===== src/rtl/reg_bank_scanner.sv =====
// ---------------------------------------------------------------------------
// reg_bank_scanner
//
// 32 x 8-bit register bank plus a scan sequencer that feeds an external
// 8-bit 32:1 output mux. The bank drives the mux data inputs through
// regs_flat. The sequencer drives the mux select. It walks select over an
// index window and holds each index for DWELL cycles. valid marks the last
// cycle of each dwell, when the mux output has settled.
//
// Parameters
//   DWELL     cycles select is held per index (1..255)
//   RST_VAL   reset value of every register
//
// Ports
//   clk        in   1    rising-edge clock
//   resetn     in   1    synchronous active-low reset
//   wr_en      in   1    register write strobe
//   wr_addr    in   5    register index to write
//   wr_data    in   8    write data
//   start      in   1    scan request, honoured only in IDLE
//   first      in   5    first index of window, latched on accepted start
//   last       in   5    last index of window, latched on accepted start
//   loop       in   1    continuous-scan request (SCAN_LOOP_EN builds only)
//   regs_flat  out  256  register k on bits [8k+7:8k]
//   select     out  5    mux select
//   valid      out  1    mux output stable this cycle
//   busy       out  1    high while in SCAN
//   done       out  1    one-cycle pulse at scan completion
//
// Build option
//   SCAN_LOOP_EN  adds the loop port. When the last index of a pass ends and
//                 loop is high, the scan restarts at the latched first index
//                 and does not pulse done.
//
// state | meaning
// ------+-------------------------------------------------------------
// IDLE  | waiting for start; select holds its last value
// SCAN  | walking the window; dwell_cnt counts 0..DWELL-1 per index
// DONE  | done pulse cycle; select holds last; returns to IDLE
// ---------------------------------------------------------------------------
module reg_bank_scanner #(
    parameter int         DWELL   = 4,
    parameter logic [7:0] RST_VAL = 8'h00
) (
    input  logic         clk,
    input  logic         resetn,
    input  logic         wr_en,
    input  logic [4:0]   wr_addr,
    input  logic [7:0]   wr_data,
    input  logic         start,
    input  logic [4:0]   first,
    input  logic [4:0]   last,
`ifdef SCAN_LOOP_EN
    input  logic         loop,
`endif
    output logic [255:0] regs_flat,
    output logic [4:0]   select,
    output logic         valid,
    output logic         busy,
    output logic         done
);

    localparam logic [7:0] DWELL_LAST = 8'(DWELL - 1);
    // With a one-cycle dwell, every cycle spent on an index is its last cycle.
    localparam logic       VALID_ON_ENTRY = (DWELL == 1);

    typedef enum logic [1:0] {
        ST_IDLE = 2'd0,
        ST_SCAN = 2'd1,
        ST_DONE = 2'd2
    } state_t;

    state_t     state;
    logic [7:0] regs [32];
    logic [7:0] dwell_cnt;
    logic [4:0] last_q;
`ifdef SCAN_LOOP_EN
    logic [4:0] first_q;
`endif

    for (genvar k = 0; k < 32; k++) begin : g_flat
        assign regs_flat[8*k +: 8] = regs[k];
    end

    always_ff @(posedge clk) begin
        if (!resetn) begin
            for (int k = 0; k < 32; k++) begin
                regs[k] <= RST_VAL;
            end
            state     <= ST_IDLE;
            select    <= 5'd0;
            valid     <= 1'b0;
            busy      <= 1'b0;
            done      <= 1'b0;
            dwell_cnt <= 8'd0;
            last_q    <= 5'd0;
`ifdef SCAN_LOOP_EN
            first_q   <= 5'd0;
`endif
        end else begin
            // Host writes are accepted in every state, including on the index
            // currently under scan.
            if (wr_en) begin
                regs[wr_addr] <= wr_data;
            end

            done <= 1'b0;

            case (state)
                ST_IDLE: begin
                    valid <= 1'b0;
                    if (start) begin
                        last_q    <= last;
`ifdef SCAN_LOOP_EN
                        first_q   <= first;
`endif
                        select    <= first;
                        dwell_cnt <= 8'd0;
                        valid     <= VALID_ON_ENTRY;
                        busy      <= 1'b1;
                        state     <= ST_SCAN;
                    end
                end

                ST_SCAN: begin
                    if (dwell_cnt == DWELL_LAST) begin
                        dwell_cnt <= 8'd0;
                        if (select == last_q) begin
`ifdef SCAN_LOOP_EN
                            if (loop) begin
                                select <= first_q;
                                valid  <= VALID_ON_ENTRY;
                            end else
`endif
                            begin
                                valid <= 1'b0;
                                busy  <= 1'b0;
                                done  <= 1'b1;
                                state <= ST_DONE;
                            end
                        end else begin
                            // 5-bit add wraps 31 -> 0 for windows with first > last.
                            select <= select + 5'd1;
                            valid  <= VALID_ON_ENTRY;
                        end
                    end else begin
                        dwell_cnt <= dwell_cnt + 8'd1;
                        valid     <= ((dwell_cnt + 8'd1) == DWELL_LAST);
                    end
                end

                ST_DONE: begin
                    valid <= 1'b0;
                    state <= ST_IDLE;
                end

                default: begin
                    valid <= 1'b0;
                    busy  <= 1'b0;
                    state <= ST_IDLE;
                end
            endcase
        end
    end

endmodule


===== config.mk =====
export PLATFORM = sky130hd
export DESIGN_NAME = reg_bank_scanner
export DESIGN_NICKNAME = d
export VERILOG_FILES = /design/src/rtl/reg_bank_scanner.sv
export SDC_FILE = /design/constraint.sdc
export NUM_CORES = 1
export LEC_CHECK = 0
export ABC_AREA = 1
export CORE_MARGIN = 5
export CORE_UTILIZATION = 52
export CTS_BUF_LIST = sky130_fd_sc_hd__clkbuf_16
export CTS_CLUSTER_DIAMETER = 120
export CTS_CLUSTER_SIZE = 12
export DETAILED_ROUTE_END_ITERATION = 6
export PLACE_DENSITY = 0.95
export SETUP_SLACK_MARGIN = 0.05
export SLEW_MARGIN = 20
export SYNTH_ARGS = -nofsm -noshare
export SYNTH_HDL_FRONTEND = slang
export SYNTH_SLANG_ARGS = --single-unit

===== constraint.sdc =====
create_clock -name clk -period 4.7 [get_ports clk]
set_clock_uncertainty 0.05 [all_clocks]
set_input_delay 1.175 -clock clk [delete_from_list [all_inputs] [get_ports clk]]
set_output_delay 1.175 -clock clk [all_outputs]
set_load 0.1 [all_outputs]

==> results of run 1 <==
[Yosys cell counts (all sizes together)]
cell type / n
nand2: 116
a22oi: 1
nor2: 285
o21ai: 10
nand4: 5
nand3: 11
xnor2: 4
nor3: 15
clkbuf: 30
a21oi: 12
clkinv: 1
inv: 33
dfxtp: 23
or2: 1
buf: 1
nor4: 2
edfxtp: 256
ha: 3
xor2: 3
[layout make-up]
type	instances	area share (%)
sequential	279	56.6
inverter	34	0.886
tap	265	2.30
timing repair buffer	304	20.8
multi-input combinational	468	14.1
clock buffer	27	4.69
clock inverter	22	0.625
[power by group through the flow]
stage	clock network, W	registers [W]	logic, W
after global routing	0.00201	0.00294	0.00163
after global placement	0	0.00297	0.00157
after floorplan	0	0.00396	0.000195
after detailed placement	0	0.00298	0.00159
after CTS	0.00191	0.00293	0.00159
final	0.00190	0.00293	0.00159
[cells in the final DEF (no fill, tap or decap), drive strengths merged]
| cell | count |
|---|---|
| a22oi | 1 |
| nor3 | 15 |
| nand3 | 11 |
| nand4 | 5 |
| clkbuf | 27 |
| nand2 | 116 |
| xor2 | 3 |
| edfxtp | 256 |
| ha | 3 |
| xnor2 | 4 |
| dfxtp | 23 |
| clkdlybuf4s50 | 289 |
| clkinv | 1 |
| nor2 | 285 |
| a21oi | 12 |
| or2 | 1 |
| o21ai | 10 |
| inv | 55 |
| buf | 15 |
| nor4 | 2 |
[how the worst max path moves through the flow]
stage	from	to	slack, ns	depth (start not counted)
floorplan	resetn	regs[12][0]	2.15	4
global placement	wr_addr[1]	regs[6][0]	1.12	5
detailed placement	wr_addr[1]	regs[27][2]	0.99	5
CTS	select[0]	select[0]	1.24	1
global route	select[0]	select[0]	1.18	1
finish	select[0]	select[0]	1.23	1
[logic make-up after synthesis]
kind of cell               after synthesis  share of synthesized area [%]
buffers and inverters                   65                           2.35
DFF                                    279                           78.2
and+or+nand+nor                        435                           17.4
adders and majority gates                3                          0.360
AOI/OAI and AO/OA                       23                           1.13
xor gates and xnor gates                 7                          0.588
[registers in the layout, summed over array words and instances, names as in the netlist]
name	cells
regs	256
valid	1
busy	1
state	2
last_q	5
select	5
done	1
dwell_cnt	8
[metrics by stage]
stage	worst slack (ns)	power, W	instance area [µm²]	util (%)	std cells
floorplan	2.15	0.00416	10400	-	812
global placement	1.12	0.00454	13600	69.6	1350
detailed placement	0.987	0.00456	13600	69.6	1350
CTS	1.24	0.00642	14400	73.5	1399
global route	1.18	0.00658	14400	73.5	1399
finish	1.23	0.00641	14400	73.5	1399
[per-layer routing]
| layer | GRT usage [%] | share of wire, % |
|---|---|---|
| met5 | 0 | 0 |
| met4 | 12.5 | 5.2 |
| met3 | 6.60 | 13 |
| met2 | 46.8 | 51 |
| met1 | 30.3 | 31 |
==> out/results.ini, run 1 <==
[worst_setup_path]
rr_worst_depth = 7
worst-path-buf-inv = 1
reg2reg_slack_ns = 2.90
timing.rr.end = select[2]
cp-end-kind = output port
critical-path-top-delay-family = buffers and inverters
worst-path-max-fanout = 8
crit_chain = clkdlybuf4s50_1
cp_slowest_stage_delay_ns = 1.21
critPathRequiredTime_ns = 3.47
r2r-start = state[0]
worstPathArrival_ns = 2.24
cp-start-kind = flip-flop
slowest_stage = clkdlybuf4s50_1
critPathKind = reg2out

[sta]
tightest_slew_ns = 1.09
fin_crit_sh_pct = 73.8
finalSetupViolCount = 0
fmax_ghz = 0.288
tns_ns = 0
rsz0062_at_grt = no
post-route-min-period_ns = 3.47
hold_violations = 0
hold_slack_ns = 0.425
maxSlewViolCount = 0
slew_headroom_pct = 27.3

[yosys]
ys_types = 22
syn_area_mm2 = 0.0104
ys_ff_latch = 279
synthCells = 812
syn_nets = 842
yosys.area.top_type = edfxtp_1
synth.area.top_cells = edfxtp_1, nor2_1, dfxtp_1
syn_avg_cell_area_um2 = 12.8
seq_area_frac_synth_pct = 78.2
synth_warnings = 0
yosysTopAreaCellShare_pct = 73.8

[finish]
seqCellArea_mm2 = 0.00815
syn_to_final_growth_pct = 38.2
nNetsFinal = 1144
diodes = 0
multi_input_area_mm2 = 0.00203
layout-drive-gt1-share_pct = 7.23
num-fill-cells = 1198

[place]
place.gp.congestion = 0.887
post-dp-hpwl_um = 20900
portBuffers = 290

[floorplan]
dieWidth_um = 152
dieHeight_um = 152
initial_core_util_pct = 53.2
num_rows = 51
die-area_mm2 = 0.0230
fp.coreArea_mm2 = 0.0196
io_pins = 291

[drt]
route.vias.total = 7618
vias_per_cell = 5.45
ant_nets = 0
drt_wl_total_um = 30900
drc = 0
drtPass1Iterations = 5
wl_per_cell_um = 22.1
drt_iter0_drc = 734

[clock_network]
postCtsSetupBuffers = 0
cts_buffers = 27
cts_hold_buf = 0
clockBufferDepth = 3
cts_resized = 0
clkTransAtPathRegs_ns = 0.06
clk_latency_ns = 0.51
root_buffer = clkbuf_16
cts_sinks = 279
cts_tree = done
htreeDepth = 1

[power]
p_leak_nw = 5.47
swShare_pct = 34.9
seqPwrFrac_pct = 45.6
vdd_drop_max_mv = 0.268
switchingPower_w = 0.00224
powerDensity_mw_per_mm2 = 445
combPwrFrac_pct = 24.8
p_int_w = 0.00417
pwr-share-clk_pct = 29.6

[min_path]
hold_start = last_q[3]
hold_class = reg2reg
holdPathEnd = last_q[3]
hold-path-cell-count = 2

[global_routing]
grt_overflow_total = 0
grt_usage_pct = 26.5
antenna_found_initial = 0
grt_pass1_wl_um = 44900
grt_max_degree = 47
first_global_vias = 7557

[run]
cap_viol_max_count = 0

[run_status]
outcome = finished clean

Power figures use the tool's default switching activity.
==> inputs of run 2 (changes only) <==
--- a/config.mk
+++ b/config.mk
@@ -7,12 +7,12 @@
 export LEC_CHECK = 0
 export ABC_AREA = 1
 export CORE_MARGIN = 5
-export CORE_UTILIZATION = 52
+export CORE_UTILIZATION = 48
 export CTS_BUF_LIST = sky130_fd_sc_hd__clkbuf_16
 export CTS_CLUSTER_DIAMETER = 120
 export CTS_CLUSTER_SIZE = 12
 export DETAILED_ROUTE_END_ITERATION = 6
-export PLACE_DENSITY = 0.95
+export PLACE_DENSITY = 0.89
 export SETUP_SLACK_MARGIN = 0.05
 export SLEW_MARGIN = 20
 export SYNTH_ARGS = -nofsm -noshare
==> constraint.sdc (replaced) <==
create_clock -name clk -period 3.2 [get_ports clk]
set_clock_uncertainty 0.05 [all_clocks]
set_input_delay 0.8 -clock clk [delete_from_list [all_inputs] [get_ports clk]]
set_output_delay 0.8 -clock clk [all_outputs]
set_load 0.1 [all_outputs]
==> out/results.ini, run 2 (synthesis results as in run 1) <==
[global_routing]
grt_usage_pct = 23.7
antenna_found_initial = 0
grt_max_degree = 33
grt_pass1_wl_um = 44200
grt_overflow_total = 0
first_global_vias = 7355

[finish]
final_cell_mix = buf_4, nor2_1, edfxtp_1
largest_reg_flops = 256
syn_to_final_growth_pct = 32.9
num-fill-cells = 1536
nNetsFinal = 1154
final_common_cell = buf_4
layout-drive-gt1-share_pct = 31.2
diodes = 0
reg.largest.list = regs (256), dwell_cnt (8)
top_register = regs
fin_util_pct = 64.0

[place]
portBuffers = 290
place.gp.congestion = 0.874
post-dp-hpwl_um = 21000
dpl_worst_slack_ns = 0.304

[drt]
drt_wl_total_um = 30200
ant_nets = 0
route.vias.total = 7505
vias_per_cell = 5.27
wl_per_cell_um = 21.2
drtPass1Iterations = 5
drt_iter0_drc = 751
drc = 0

[sta]
post-route-min-period_ns = 2.37
slew_headroom_pct = 64.2
finalSetupViolCount = 0
fmax_ghz = 0.421
hold_violations = 0
rsz0062_at_grt = no
tns_ns = 0
setup_ws_ns = 0.826
tightest_slew_ns = 0.536
fin_crit_sh_pct = 74.2
maxSlewViolCount = 0

[worst_setup_path]
critPathKind = in2reg
crit_chain = clkdlybuf4s50_1 -> inv_1 -> nor3_4 -> buf_4 -> nand2_2 -> nand2_1
r2r-start = state[0]
timing.rr.end = select[1]
cp.depth = 6
reg2reg_slack_ns = 1.41
worst-path-max-fanout = 9
cp-start-kind = input pin
rr_worst_depth = 7
worstPathArrival_ns = 2.51
worst-path-buf-inv = 3
critPathRequiredTime_ns = 3.34
slowest_stage = clkdlybuf4s50_1
crit_end = regs[17][3]
critical-path-top-delay-family = buffers and inverters
cp-end-kind = flip-flop
cp_slowest_stage_delay_ns = 0.60
crit_start = wr_addr[0]

[floorplan]
dieWidth_um = 157
fp.coreArea_mm2 = 0.0216
die-area_mm2 = 0.0248
initial_core_util_pct = 48.2
dieHeight_um = 157
io_pins = 291
num_rows = 54

[clock_network]
root_buffer = clkbuf_16
clockBufferDepth = 3
cts_buffers = 27
htreeDepth = 1
clkTransAtPathRegs_ns = 0.06
cts_tree = done
cts_sinks = 279
postCtsSetupBuffers = 0
cts_hold_buf = 0
clk_latency_ns = 0.53
cts_resized = 0

[power]
powerDensity_mw_per_mm2 = 676
vdd_drop_max_mv = 0.434
p_leak_nw = 5.77

[min_path]
hold_class = reg2reg

[run_status]
outcome = finished clean

[run]
cap_viol_max_count = 0

[run 2: changes by cell type in the layout (fill, tap and decap cells not counted), sizes merged]
| cell | delta |
|---|---|
| buf | +274 |
| clkdlybuf4s50 | -264 |
| inv | +1 |
[run 2: how the worst min path moves through the flow]
stage / from / endpoint / slack [ns] / depth (start not counted)
3_5_place_dp: last_q[3] / last_q[3] / 0.41 / 2
2_1_floorplan: last_q[1] / last_q[1] / 0.39 / 2
6_report: last_q[3] / last_q[3] / 0.42 / 2
3_3_place_gp: busy / busy / 0.40 / 2
5_1_grt: last_q[3] / last_q[3] / 0.45 / 2
4_1_cts: last_q[3] / last_q[3] / 0.42 / 2
[run 2: where the power goes]
group          switching [W]  internal [W]  total, W  leakage [nW]
Sequential          0.000116       0.00419   0.00430          2.62
Clock                0.00127       0.00152   0.00279         0.455
Combinational        0.00190      0.000364   0.00226          2.70
Total                0.00328       0.00607   0.00936          5.77
[run 2: worst reg2reg max path: stages (launching register included)]
cell and delay [ns]:
dfxtp_1 0.38, nand2_2 0.14, inv_1 0.32, nand4_1 0.30, nand3_1 0.31, nand2_1 0.08, nand2_1 0.06, nor2_1 0.04
[run 2: area by class of cell]
cell class	instances	area, µm²	area share, %
clock buffers	27	676	4.88
inverters	34	128	0.922
repair buffers	314	2420	17.5
clock inverters	23	98.8	0.714
flip-flops and latches	279	8150	58.8
well taps	280	350	2.53
multi-input cells	468	2030	14.7
[run 2: layer usage]
metal	GRT usage [%]	share of wire, %	vias up
met1	28.1	33	3537
met2	42.7	52	524
met3	5.03	12	75
met4	8.60	3.6	0
li1	-	-	3369
met5	0	0	-
[run 2: metrics by stage]
step                      cells  power (W)  area [µm²]  hold WS, ns
after floorplan             812    0.00611       10400        0.394
after global placement     1375    0.00661       13100        0.401
after detailed placement   1375    0.00664       13100        0.411
after CTS                  1425    0.00940       13800        0.420
after global routing       1425    0.00963       13800        0.451
final                      1425    0.00936       13800        0.422
==> inputs of run 3 (changes only) <==
--- a/config.mk
+++ b/config.mk
@@ -7,12 +7,12 @@
 export LEC_CHECK = 0
 export ABC_AREA = 1
 export CORE_MARGIN = 5
-export CORE_UTILIZATION = 48
+export CORE_UTILIZATION = 43
 export CTS_BUF_LIST = sky130_fd_sc_hd__clkbuf_16
 export CTS_CLUSTER_DIAMETER = 120
 export CTS_CLUSTER_SIZE = 12
 export DETAILED_ROUTE_END_ITERATION = 6
-export PLACE_DENSITY = 0.89
+export PLACE_DENSITY = 0.85
 export SETUP_SLACK_MARGIN = 0.05
 export SLEW_MARGIN = 20
 export SYNTH_ARGS = -nofsm -noshare
==> constraint.sdc (replaced) <==
create_clock -name clk -period 2 [get_ports clk]
set_clock_uncertainty 0.05 [all_clocks]
set_input_delay 0.5 -clock clk [delete_from_list [all_inputs] [get_ports clk]]
set_output_delay 0.5 -clock clk [all_outputs]
set_load 0.1 [all_outputs]
==> out/results.ini, run 3 (synthesis results as in run 1) <==
[power]
p_leak_nw = 7.36
pwr-share-clk_pct = 28.3
vdd_drop_max_mv = 0.609
seqPwrFrac_pct = 43.4
switchingPower_w = 0.00564
swShare_pct = 34.6
p_int_w = 0.0107
combPwrFrac_pct = 28.3
powerDensity_mw_per_mm2 = 906

[drt]
vias_per_cell = 5.21
ant_nets = 0
drt_iter0_drc = 634
drt_wl_total_um = 35900
wl_per_cell_um = 23.4
drc = 0
route.vias.total = 7992
drtPass1Iterations = 5

[min_path]
hold_start = last_q[3]
hold_class = reg2reg

[worst_setup_path]
critPathKind = in2reg
r2r-start = dwell_cnt[1]
worstPathArrival_ns = 1.93
reg2reg_slack_ns = 0.27
worst-path-max-fanout = 8
cp-start-kind = input pin
crit_start = wr_addr[3]
critPathRequiredTime_ns = 2.14
crit_end = regs[22][7]
timing.rr.end = select[4]
rr_worst_depth = 9
cp-end-kind = flip-flop

[global_routing]
first_global_vias = 8407
grt_max_degree = 47
antenna_found_initial = 1
grt_overflow_total = 0
grt_usage_pct = 25.6
grt_pass1_wl_um = 53500

[place]
portBuffers = 290
post-dp-hpwl_um = 25000
place.gp.congestion = 0.878
dp_cells = 1483

[clock_network]
root_buffer = clkbuf_16
cts_sinks = 279
cts_tree = done
clkTransAtPathRegs_ns = 0.07
cts_buffers = 27
htreeDepth = 1
clk_latency_ns = 0.55
clockBufferDepth = 3
cts_hold_buf = 0

[sta]
tightest_slew_ns = 0.612
slew_headroom_pct = 59.2
maxSlewViolCount = 0
fin_crit_sh_pct = 89.9
post-route-min-period_ns = 1.80
finalSetupViolCount = 0
tns_ns = 0
fmax_ghz = 0.556
rsz0062_at_grt = no
hold_violations = 0

[finish]
top_register = regs
syn_to_final_growth_pct = 72.4
diodes = 0
nNetsFinal = 1218
num-fill-cells = 1352
layout-drive-gt1-share_pct = 35.3
reg.largest.list = regs (256), dwell_cnt (8)
fin_util_pct = 74.6
fin_cells = 1533
final_cell_mix = buf_12, nor2_1, edfxtp_1
final_common_cell = buf_12
largest_reg_flops = 256

[floorplan]
io_pins = 291
dieHeight_um = 166
initial_core_util_pct = 43.2
die-area_mm2 = 0.0275
num_rows = 57
dieWidth_um = 166
fp.coreArea_mm2 = 0.0241

[run_status]
outcome = finished clean

[run]
cap_viol_max_count = 0

## run 3: changes by cell type in the layout (fill, tap and decap cells not counted), sizes merged
cell  delta
buf     +64
## run 3: critical path, cell delays in order
cell	delay, ns
clkdlybuf4s50_1	0.47
buf_4	0.17
nor3_1	0.24
buf_4	0.20
nand2_2	0.07
nand2_1	0.28
## run 3: metal layers
| layer | up-vias | global-route usage (%) | wire (µm) |
|---|---|---|---|
| li1 | 3502 | - | - |
| met1 | 3910 | 28.4 | 11900 |
| met2 | 480 | 47.5 | 19300 |
| met3 | 98 | 6.67 | 3150 |
| met4 | 2 | 9.00 | 1480 |
| met5 | - | 0 | 13 |
## run 3: worst min-delay path by stage
stage | end | slack, ns | cells past startpoint
2_1_floorplan | last_q[1] | 0.39 | 2
3_3_place_gp | last_q[1] | 0.41 | 2
3_5_place_dp | last_q[3] | 0.42 | 2
4_1_cts | last_q[3] | 0.43 | 2
5_1_grt | last_q[3] | 0.46 | 2
6_report | last_q[3] | 0.42 | 2
## run 3: power by group through the flow
stage	combinational, W	clock, W	sequential (W)
6_report	0.00461	0.00461	0.00707
5_1_grt	0.00471	0.00493	0.00710
4_1_cts	0.00461	0.00467	0.00708
3_5_place_dp	0.00460	0	0.00719
3_3_place_gp	0.00453	0	0.00716
2_1_floorplan	0.000456	0	0.00932
## run 3: through the flow
step	setup WS, ns	hold slack, ns	power (W)	instance area, µm²
finish	0.203	0.423	0.0163	18000
global route	0.0535	0.459	0.0167	18000
detailed placement	-0.300	0.417	0.0118	17200
floorplan	0.0727	0.394	0.00978	10400
CTS	0.190	0.426	0.0164	18000
global placement	-0.191	0.406	0.0117	17200
## run 3: cell type report
class | instances | area, µm² | share of cell area (%)
clock buffers | 27 | 676 | 3.76
clock inverters | 23 | 110 | 0.613
inverters | 34 | 128 | 0.710
multi-input cells | 468 | 2040 | 11.3
flip-flops and latches | 279 | 8150 | 45.4
well taps | 324 | 405 | 2.26
repair buffers | 378 | 6460 | 36.0
## run 3: repair_timing
action                     in CTS  in global routing
setup endpoints to repair       0                  5
resized for setup               0                  2
buffers inserted                0                  0
hold endpoints to repair        0                  0
